**src/rtl/ips2l_pcie_dma_rx_tlp_decode.sv**
```systemverilog
// Receive-side TLP decoder for the PCIe DMA engine: classifies 128-bit AXIS beats
// into BAR0 RAM writes, BAR1 register writes, BAR2 completion-data writes and MRd requests.
module ips2l_pcie_dma_rx_tlp_decode #(
   parameter int ADDR_WIDTH = 9
) (
   input  logic                  clk,
   input  logic                  rst,
   input  logic                  i_axis_master_tvld,
   output logic                  o_axis_master_trdy,
   input  logic [127:0]          i_axis_master_tdata,
   input  logic                  i_axis_master_tlast,
   input  logic [5:0]            i_axis_master_tuser,
   output logic                  o_bar0_wr_en,
   output logic [ADDR_WIDTH-1:0] o_bar0_wr_addr,
   output logic [127:0]          o_bar0_wr_data,
   output logic [15:0]           o_bar0_wr_be,
   output logic                  o_bar1_wr_en,
   output logic [7:0]            o_bar1_wr_addr,
   output logic [31:0]           o_bar1_wr_data,
   output logic                  o_bar2_wr_en,
   output logic [ADDR_WIDTH-1:0] o_bar2_wr_addr,
   output logic [127:0]          o_bar2_wr_data,
   output logic [15:0]           o_bar2_wr_be,
   output logic [2:0]            o_mrd_tc,
   output logic [2:0]            o_mrd_attr,
   output logic [9:0]            o_mrd_length,
   output logic [15:0]           o_mrd_id,
   output logic [7:0]            o_mrd_tag,
   output logic [63:0]           o_mrd_addr,
   output logic                  o_cpld_req_vld,
   input  logic                  i_cpld_req_rdy,
   output logic                  o_cpld_rcv,
   output logic [7:0]            o_cpld_tag,
   output logic                  o_unsupported,
   input  logic                  i_rx_restart
);

   localparam logic [2:0] S_IDLE      = 3'd0;
   localparam logic [2:0] S_MWR_DATA  = 3'd1;
   localparam logic [2:0] S_CPLD_DATA = 3'd2;
   localparam logic [2:0] S_MRD_HOLD  = 3'd3;
   localparam logic [2:0] S_DISCARD   = 3'd4;

   logic [2:0]            state;
   logic [10:0]           rem;
   logic                  first_beat;
   logic                  reg_mode;
   logic [3:0]            first_be;
   logic [3:0]            last_be;
   logic [ADDR_WIDTH-1:0] word_addr;
   logic [7:0]            reg_addr;
   logic [ADDR_WIDTH-1:0] bar2_ptr;
   logic [7:0]            cpl_tag;
   logic                  bc_ok;

   // Header field views of the current beat
   logic [7:0]  fmt_type;
   logic [31:0] dw0, dw1, dw2, dw3;
   logic [31:0] addr_lo;
   logic [10:0] len_eff;
   logic [12:0] bc_eff;
   logic        is_mrd, is_mwr, is_cpld;

   assign dw0      = i_axis_master_tdata[31:0];
   assign dw1      = i_axis_master_tdata[63:32];
   assign dw2      = i_axis_master_tdata[95:64];
   assign dw3      = i_axis_master_tdata[127:96];
   assign fmt_type = dw0[31:24];
   assign is_mrd   = (fmt_type == 8'h00) || (fmt_type == 8'h20);
   assign is_mwr   = (fmt_type == 8'h40) || (fmt_type == 8'h60);
   assign is_cpld  = (fmt_type == 8'h4A);
   assign addr_lo  = fmt_type[5] ? dw3 : dw2;
   assign len_eff  = (dw0[9:0] == 10'd0) ? 11'd1024 : {1'b0, dw0[9:0]};
   assign bc_eff   = (dw1[11:0] == 12'd0) ? 13'd4096 : {1'b0, dw1[11:0]};

   logic unused_bits;
   assign unused_bits = ^{i_axis_master_tuser[5:2], addr_lo[31:ADDR_WIDTH+4]};

   logic       data_state;
   logic       data_beat;
   logic [2:0] lanes;
   logic [15:0] be_vec;
   logic       bar2_write;

   assign data_state = (state == S_MWR_DATA) || (state == S_CPLD_DATA);
   assign data_beat  = data_state && i_axis_master_tvld;
   assign lanes      = (rem > 11'd3) ? 3'd4 : rem[2:0];
   assign bar2_write = (state == S_CPLD_DATA) && i_axis_master_tvld && (lanes != 3'd0);

   // First payload DW takes firstBE (which also covers len=1), final DW takes lastBE.
   always_comb begin
      be_vec = '0;
      for (int i = 0; i < 4; i++) begin
         if (3'(i) < lanes) begin
            if (first_beat && i == 0)
               be_vec[i*4 +: 4] = first_be;
            else if (rem <= 11'd4 && 3'(i) == lanes - 3'd1)
               be_vec[i*4 +: 4] = last_be;
            else
               be_vec[i*4 +: 4] = 4'hF;
         end
      end
   end

   assign o_axis_master_trdy = (state != S_MRD_HOLD);
   assign o_cpld_req_vld     = (state == S_MRD_HOLD);
   assign o_cpld_rcv         = (state == S_CPLD_DATA) && i_axis_master_tvld &&
                               i_axis_master_tlast && bc_ok;
   assign o_cpld_tag         = o_cpld_rcv ? cpl_tag : 8'h00;

   always_ff @(posedge clk) begin
      if (rst) begin
         state          <= S_IDLE;
         rem            <= '0;
         first_beat     <= 1'b0;
         reg_mode       <= 1'b0;
         first_be       <= '0;
         last_be        <= '0;
         word_addr      <= '0;
         reg_addr       <= '0;
         bar2_ptr       <= '0;
         cpl_tag        <= '0;
         bc_ok          <= 1'b0;
         o_bar0_wr_en   <= 1'b0;
         o_bar0_wr_addr <= '0;
         o_bar0_wr_data <= '0;
         o_bar0_wr_be   <= '0;
         o_bar1_wr_en   <= 1'b0;
         o_bar1_wr_addr <= '0;
         o_bar1_wr_data <= '0;
         o_bar2_wr_en   <= 1'b0;
         o_bar2_wr_addr <= '0;
         o_bar2_wr_data <= '0;
         o_bar2_wr_be   <= '0;
         o_mrd_tc       <= '0;
         o_mrd_attr     <= '0;
         o_mrd_length   <= '0;
         o_mrd_id       <= '0;
         o_mrd_tag      <= '0;
         o_mrd_addr     <= '0;
         o_unsupported  <= 1'b0;
      end else begin
         // NOTE: strobes default low every cycle so each write/drop is a single-cycle pulse.
         o_bar0_wr_en  <= 1'b0;
         o_bar1_wr_en  <= 1'b0;
         o_bar2_wr_en  <= 1'b0;
         o_unsupported <= 1'b0;

         // Restart wins over the increment; a write in the same cycle already latched the old pointer.
         if (i_rx_restart)
            bar2_ptr <= '0;
         else if (bar2_write)
            bar2_ptr <= bar2_ptr + 1'b1;

         case (state)
            S_IDLE: begin
               if (i_axis_master_tvld) begin
                  if (is_mrd) begin
                     o_mrd_tc     <= dw0[22:20];
                     o_mrd_attr   <= {dw0[18], dw0[13:12]};
                     o_mrd_length <= dw0[9:0];
                     o_mrd_id     <= dw1[31:16];
                     o_mrd_tag    <= dw1[15:8];
                     o_mrd_addr   <= fmt_type[5] ? {dw2, dw3} : {32'h0, dw2};
                     state        <= S_MRD_HOLD;
                  end else if (is_cpld || (is_mwr && (i_axis_master_tuser[0] || i_axis_master_tuser[1]))) begin
                     if (i_axis_master_tlast) begin
                        o_unsupported <= 1'b1;
                     end else begin
                        state      <= is_cpld ? S_CPLD_DATA : S_MWR_DATA;
                        rem        <= len_eff;
                        first_beat <= 1'b1;
                        reg_mode   <= !i_axis_master_tuser[0];
                        first_be   <= is_cpld ? 4'hF : dw1[3:0];
                        last_be    <= is_cpld ? 4'hF : dw1[7:4];
                        word_addr  <= addr_lo[ADDR_WIDTH+3:4];
                        reg_addr   <= addr_lo[7:0];
                        cpl_tag    <= dw2[15:8];
                        bc_ok      <= (bc_eff <= {len_eff, 2'b00});
                     end
                  end else begin
                     o_unsupported <= 1'b1;
                     if (!i_axis_master_tlast)
                        state <= S_DISCARD;
                  end
               end
            end

            S_MWR_DATA, S_CPLD_DATA: begin
               if (data_beat) begin
                  if (state == S_MWR_DATA && !reg_mode && lanes != 3'd0) begin
                     o_bar0_wr_en   <= 1'b1;
                     o_bar0_wr_addr <= word_addr;
                     o_bar0_wr_data <= i_axis_master_tdata;
                     o_bar0_wr_be   <= be_vec;
                  end
                  if (state == S_MWR_DATA && reg_mode && first_beat) begin
                     o_bar1_wr_en   <= 1'b1;
                     o_bar1_wr_addr <= reg_addr;
                     o_bar1_wr_data <= dw0;
                  end
                  if (bar2_write) begin
                     o_bar2_wr_en   <= 1'b1;
                     o_bar2_wr_addr <= bar2_ptr;
                     o_bar2_wr_data <= i_axis_master_tdata;
                     o_bar2_wr_be   <= be_vec;
                  end
                  rem        <= (rem > 11'd3) ? rem - 11'd4 : 11'd0;
                  first_beat <= 1'b0;
                  word_addr  <= word_addr + 1'b1;
                  if (i_axis_master_tlast)
                     state <= S_IDLE;
               end
            end

            S_MRD_HOLD: begin
               if (i_cpld_req_rdy)
                  state <= S_IDLE;
            end

            S_DISCARD: begin
               if (i_axis_master_tvld && i_axis_master_tlast)
                  state <= S_IDLE;
            end

            default: state <= S_IDLE;
         endcase
      end
   end

endmodule

```
**config.mk**
```make
export PLATFORM = sky130hd
export DESIGN_NAME = ips2l_pcie_dma_rx_tlp_decode
export DESIGN_NICKNAME = d
export VERILOG_FILES = /design/src/rtl/ips2l_pcie_dma_rx_tlp_decode.sv
export SDC_FILE = /design/constraint.sdc
export NUM_CORES = 1
export LEC_CHECK = 0
export ABC_AREA = 0
export ABC_CLOCK_PERIOD_IN_PS = 8810
export CAP_MARGIN = 5
export CORE_AREA = 3 3 315 255
export DETAILED_ROUTE_END_ITERATION = 12
export DIE_AREA = 0 0 318 258
export PLACE_DENSITY_LB_ADDON = 0.15
export SLEW_MARGIN = 20
export SYNTH_ARGS = -nofsm -noshare
export SYNTH_HDL_FRONTEND = slang
export SYNTH_SLANG_ARGS = --single-unit
```
**constraint.sdc**
```tcl
create_clock -name clk -period 8.81 [get_ports clk]
set_input_delay 1.762 -clock clk [delete_from_list [all_inputs] [get_ports clk]]
set_output_delay 1.762 -clock clk [all_outputs]
set_load 0.02 [all_outputs]
```
[Word level (Yosys, flattened, before mapping)]
Index checks and enable logic that the tools add are counted.
Cells by class
  reductions and logical operators: 40
  $lt $le $gt $ge: 7
  add/sub/neg operators: 4
  bitwise operators: 6
  equality and inequality tests: 21
  mux-type cells: 52
Operators by type and width (count)
  2-to-1 mux 11 bit: 7
  2-to-1 mux 64 bit: 1
  2-to-1 mux 9 bit: 5
  2-to-1 mux 4 bit: 11
  2-to-1 mux 3 bit: 10
  2-to-1 mux 13 bit: 2
  == test 8 x 7 -> 1 bit (second input constant): 3
  one-hot mux 11 bit (2 select lines): 1
  adder 9 x 1 -> 9 bit (second input constant): 2
  one-hot mux 9 bit (2 select lines): 1
  logical AND 1 bit: 15
  != test 2 bit (second input constant): 7
  less-or-equal comparator 13 bit: 1
  zero test 12 bit: 1
  one-hot mux 3 bit (4 select lines): 1
  AND reduction 3 bit: 4
  AND reduction 6 bit: 2
  > comparator 11 x 2 -> 1 bit (second input constant): 1
  less-or-equal comparator 11 x 3 -> 1 bit (second input constant): 1
  subtractor 11 x 3 -> 11 bit (second input constant): 1
  zero test 10 bit: 1
  2-to-1 mux 1 bit: 10
  == test 8 x 6 -> 1 bit (second input constant): 1
  zero test 8 bit: 1
  24 further kinds: 40
Word-level totals
  flip-flop bits (word level): 513
  logic and storage cells: 159

[Longest topological paths before layout]
  depth after elaboration: 8
  gate-level depth with buffers: 14
  gate-level depth less buffers: 11

[Worst setup path before layout]
No wires, ideal clock.
  path kind: input to output
  start point: input port i_axis_master_tvld
  end point: output port o_cpld_tag[0]
  buffers on the path: 0
  cell stages on the path: 3
  required time: 7.048 ns
  setup slack: 4.412 ns
  data arrival time: 2.636 ns
  cells stage by stage: nand2b_1 nor2_1 and2_1
On the way
  longest elaborated chain between the ends: 4
Ends and longest elaborated chain
  start, declared: RTL line 8  | input logic i_axis_master_tvld,
  logical AND 1 bit (2 in series): RTL line 107  | assign o_cpld_rcv = (state == S_CPLD_DATA) && i_axis_master_tvld &&
  logical AND 1 bit: RTL line 108  | i_axis_master_tlast && bc_ok;
  net o_cpld_rcv: RTL line 32  | output logic o_cpld_rcv,
  2-to-1 mux 8 bit: RTL line 109  | assign o_cpld_tag = o_cpld_rcv ? cpl_tag : 8'h00;
  end, declared: RTL line 33  | output logic [7:0] o_cpld_tag,
The timed path passes the listed nets, and every way through them passes these cells.

[Final worst setup path]
  start point: input port i_axis_master_tvld
  end point: output port o_cpld_tag[4]
On the way
  longest elaborated chain between the ends: 4
Ends and longest elaborated chain (RTL line)
  logical AND 1 bit (2 in series): 107
  logical AND 1 bit: 108
  2-to-1 mux 8 bit: 109
No other way between the ends.

==> flow_metrics.tcl <==
set metrics [dict create \
    outcome "finished, final reports clean" \
    crit_type "in -> out" \
    vdd_drop_max_v 0.000144 \
    global_route_wire_length_before_repair_um 119000 \
    highest_clock_rate_ghz 0.174 \
    report.final.setup_viol 0 \
    clk-insertion-delay-late_ns 0.62 \
    placeable_core_area_mm2 0.0771 \
    drt-vias-per-instance 4.71 \
    path_max_fanout 9 \
    final_replace_weighted_congestion 0.809 \
    worst_path_max_delay_cell "clkdlybuf4s50_1" \
    synth_area_leaders "dfxtp_1 (53%), nand2_1 (15%), a21oi_1 (11%)" \
    drt.antenna.violating_nets 0 \
    length_in_cells_of_the_worst_reg_to_reg_path 10 \
    tritoncts_clock_tree "done" \
    globalRoute.totalOverflow 0 \
    drt-total-wl_um 81200 \
    drt_pre_antenna_iters 5 \
    rsz0062_at_grt "no" \
    whs_path_depth 2 \
    drt-wirelength-per-cell_um 20.5 \
    die_area_mm2 0.0820 \
    use_met3_pct 5.35 \
    critical-path-top-cell-by-count "clkdlybuf4s50_1" \
    worst_min_path_start "o_mrd_addr[42]" \
    yosys.area.top_type_share_pct 53.3 \
    hold_class "reg -> reg" \
    postPlaceCellArea_mm2 0.0260 \
    drt_drc_violations_left 0 \
    cts_root_buf "clkbuf_16" \
    top_level_i_o_count 605 \
    crit-reg2reg-capture "bar2_ptr[8]" \
    hold_buffers 0 \
    portBuffers 600 \
    cts_max_level 2 \
    crit_chain "clkdlybuf4s50_1 > nand2b_1 > nor2_1 > and2_1 > clkdlybuf4s50_1" \
    min_delay_worst_endpoint "o_mrd_addr[42]" \
    cp.buffers_inverters 2 \
    worst_slew_margin_rel_pct 23.5 \
    cp_delay_by_family_top "buffers and inverters" \
    setup_total_negative_slack_ns 0 \
    synth_area_per_cell_um2 8.02 \
    synth_edf_count 0 \
    crit_end_category "primary output" \
    grt_max_degree 182 \
    drtIter0Drc 1173 \
    cp_data_required_time_ns 7.05 \
    global_route_usage_sum_pct 18.7 \
    floorplan.die.height_um 258 \
    power_density_mw_per_mm2 176 \
    cts_inserted_buffers 57 \
    power_leakage_nw 9.13 \
    timing.clock.skew_ns 0.0215 \
    synth-async-reset-ratio_pct 0 \
    final_net_count 3051 \
    grt-busiest-layer "met2" \
    dr_total_vias 18655 \
    post-route-period-util_pct 65.2 \
    grt_util_met2_pct 30.4 \
    final_common_cell "nand2_1" \
    synth_top_cell_by_area "dfxtp_1" \
    chipWidth_um 318 \
    clock_sink_count 513 \
    number_of_global_route_vias_before_repair 17901 \
    fraction_of_the_core_area_covered_by_cells_at_the_end_of_the_flow_pct 36.1 \
    slew_viol_final 0 \
    floorplan.rows 91 \
    yosys_warnings 0 \
    synthCells 2403 \
    reg2reg_from "rem[4]" \
    post_route_minimum_period_ns 5.74 \
    place_ws_ns 3.04 \
    dp_hpwl_um 56200 \
    timing.critical_path.arrival_ns 3.98 \
    ys_seq_area_share_pct 53.3 \
    netlist_area_mm2 0.0193 \
    timing.critical_path.slowest_cell_delay_ns 0.61 \
    post_cts.repair.setup_buffers 0 \
    ys_types 58 \
    met1_global_route_usage_pct 23.9 \
    critical_path_launch_point_type "primary input" \
    grt_antenna_before_repair 4 \
    initial_core_util_pct 25.0 \
    maximum_capacitance_violations 0 \
    layout-drive-gt1-share_pct 4.12 \
    clk_path_buf_depth 3 \
    cts.repair.resized 0 \
    final_cell_mix "nand2_1 (778), clkdlybuf4s50_1 (598), dfxtp_1 (513)" \
    clock_pin_slew_on_the_worst_setup_and_hold_paths_ns 0.06 \
    finalWorstSetupSlack_ns 3.07 \
    finalHoldViolCount 0 \
    syn2layout_area_growth_pct 44.6 \
    ys_ff_latch 513 \
    synth_ff_type "dfxtp_1" \
    r2r_setup_slack_ns 4.22 \
    synth.net_count 2560 \
    tightest_slew_ns 1.15 \
    stdcell_area_mm2 0.0279 \
]
kinds of logic after synthesis:
group           synth area share (%)
flops                           53.3
simple gates                    22.1
fa+ha+maj                       1.10
mux                             2.08
xor+xnor                       0.409
compound gates                  16.7
buf+inv                         4.28
how the worst max path moves through the flow:
stage	depth (start not counted)	slack, ns	end	startpoint
6_report	5	3.07	o_cpld_tag[4]	i_axis_master_tvld
5_1_grt	5	2.92	o_cpld_tag[4]	i_axis_master_tvld
4_1_cts	5	3.05	o_cpld_tag[4]	i_axis_master_tvld
3_5_place_dp	5	3.04	o_cpld_tag[4]	i_axis_master_tvld
3_3_place_gp	5	3.12	o_cpld_tag[1]	i_axis_master_tvld
2_1_floorplan	3	4.41	o_cpld_tag[0]	i_axis_master_tvld
tightest hold or removal path, stage by stage, from the launching register on:
cell,delay [ns]
dfxtp_1,0.31
nand2_1,0.05
a21oi_1,0.05
per-stage QoR:
stage | std cells | hold slack, ns | power, W
2_1_floorplan | 2403 | 0.432 | 0.00246
3_3_place_gp | 3857 | 0.439 | 0.00259
3_5_place_dp | 3857 | 0.445 | 0.00260
4_1_cts | 3958 | 0.453 | 0.00500
5_1_grt | 3960 | 0.467 | 0.00511
6_report | 3960 | 0.452 | 0.00492
registers in the layout (all words and copies together) (netlist names), 3 cells and up:
register,flops
first_be,4
o_mrd_tc,3
o_mrd_attr,3
o_bar1_wr_data,32
o_bar2_wr_be,16
o_mrd_addr,64
o_bar0_wr_be,16
last_be,4
o_bar0_wr_addr,9
word_addr,9
o_mrd_length,10
bar2_ptr,9
o_bar1_wr_addr,8
o_mrd_tag,8
state,3
o_bar2_wr_addr,9
reg_addr,8
cpl_tag,8
o_bar2_wr_data,128
o_bar0_wr_data,128
o_mrd_id,16
rem,11
layer usage:
metal | share of wire, % | routed length, um
met1 | 43 | 35300
met2 | 46 | 37400
met3 | 7.2 | 5830
met4 | 3.3 | 2670
met5 | 0.016 | 13
layout make-up:
| class | instances | area (um^2) |
|---|---|---|
| Inverter | 20 | 75.1 |
| Timing Repair Buffer | 621 | 6190 |
| Antenna cell | 1 | 2.50 |
| Multi-Input combinational cell | 1681 | 8220 |
| Fill cell | 7918 | 49200 |
| Tap cell | 1023 | 1280 |
| Sequential cell | 513 | 10300 |
| Clock inverter | 13 | 154 |
| Clock buffer | 88 | 1670 |
cell usage after synthesis (4+ instances only):
cell type	n
buf_1	7
nor4_1	11
o311ai_0	4
o31ai_1	14
o2bb2ai_1	8
o22ai_1	5
and4_1	6
nand2_1	781
o211ai_1	5
nand2b_1	6
nand3b_1	7
buf_2	14
and2_1	14
buf_4	4
ha_1	17
a31oi_1	9
nand4_1	15
mux2i_1	40
or2_2	4
or3_1	6
a211oi_1	63
inv_1	19
nor2_1	119
and3_1	6
nor3_1	12
clkbuf_1	163
dfxtp_1	513
a21oi_1	410
o21ai_0	27
xor2_1	7
nand3_1	44
power by group:
| part | internal [W] | total [W] | switching (W) |
|---|---|---|---|
| sequential | 0.00232 | 0.00233 | 0.00000298 |
| combinational | 0.0000835 | 0.000221 | 0.000137 |
| clock | 0.00138 | 0.00237 | 0.000987 |
(Power assumes the default switching activity.)
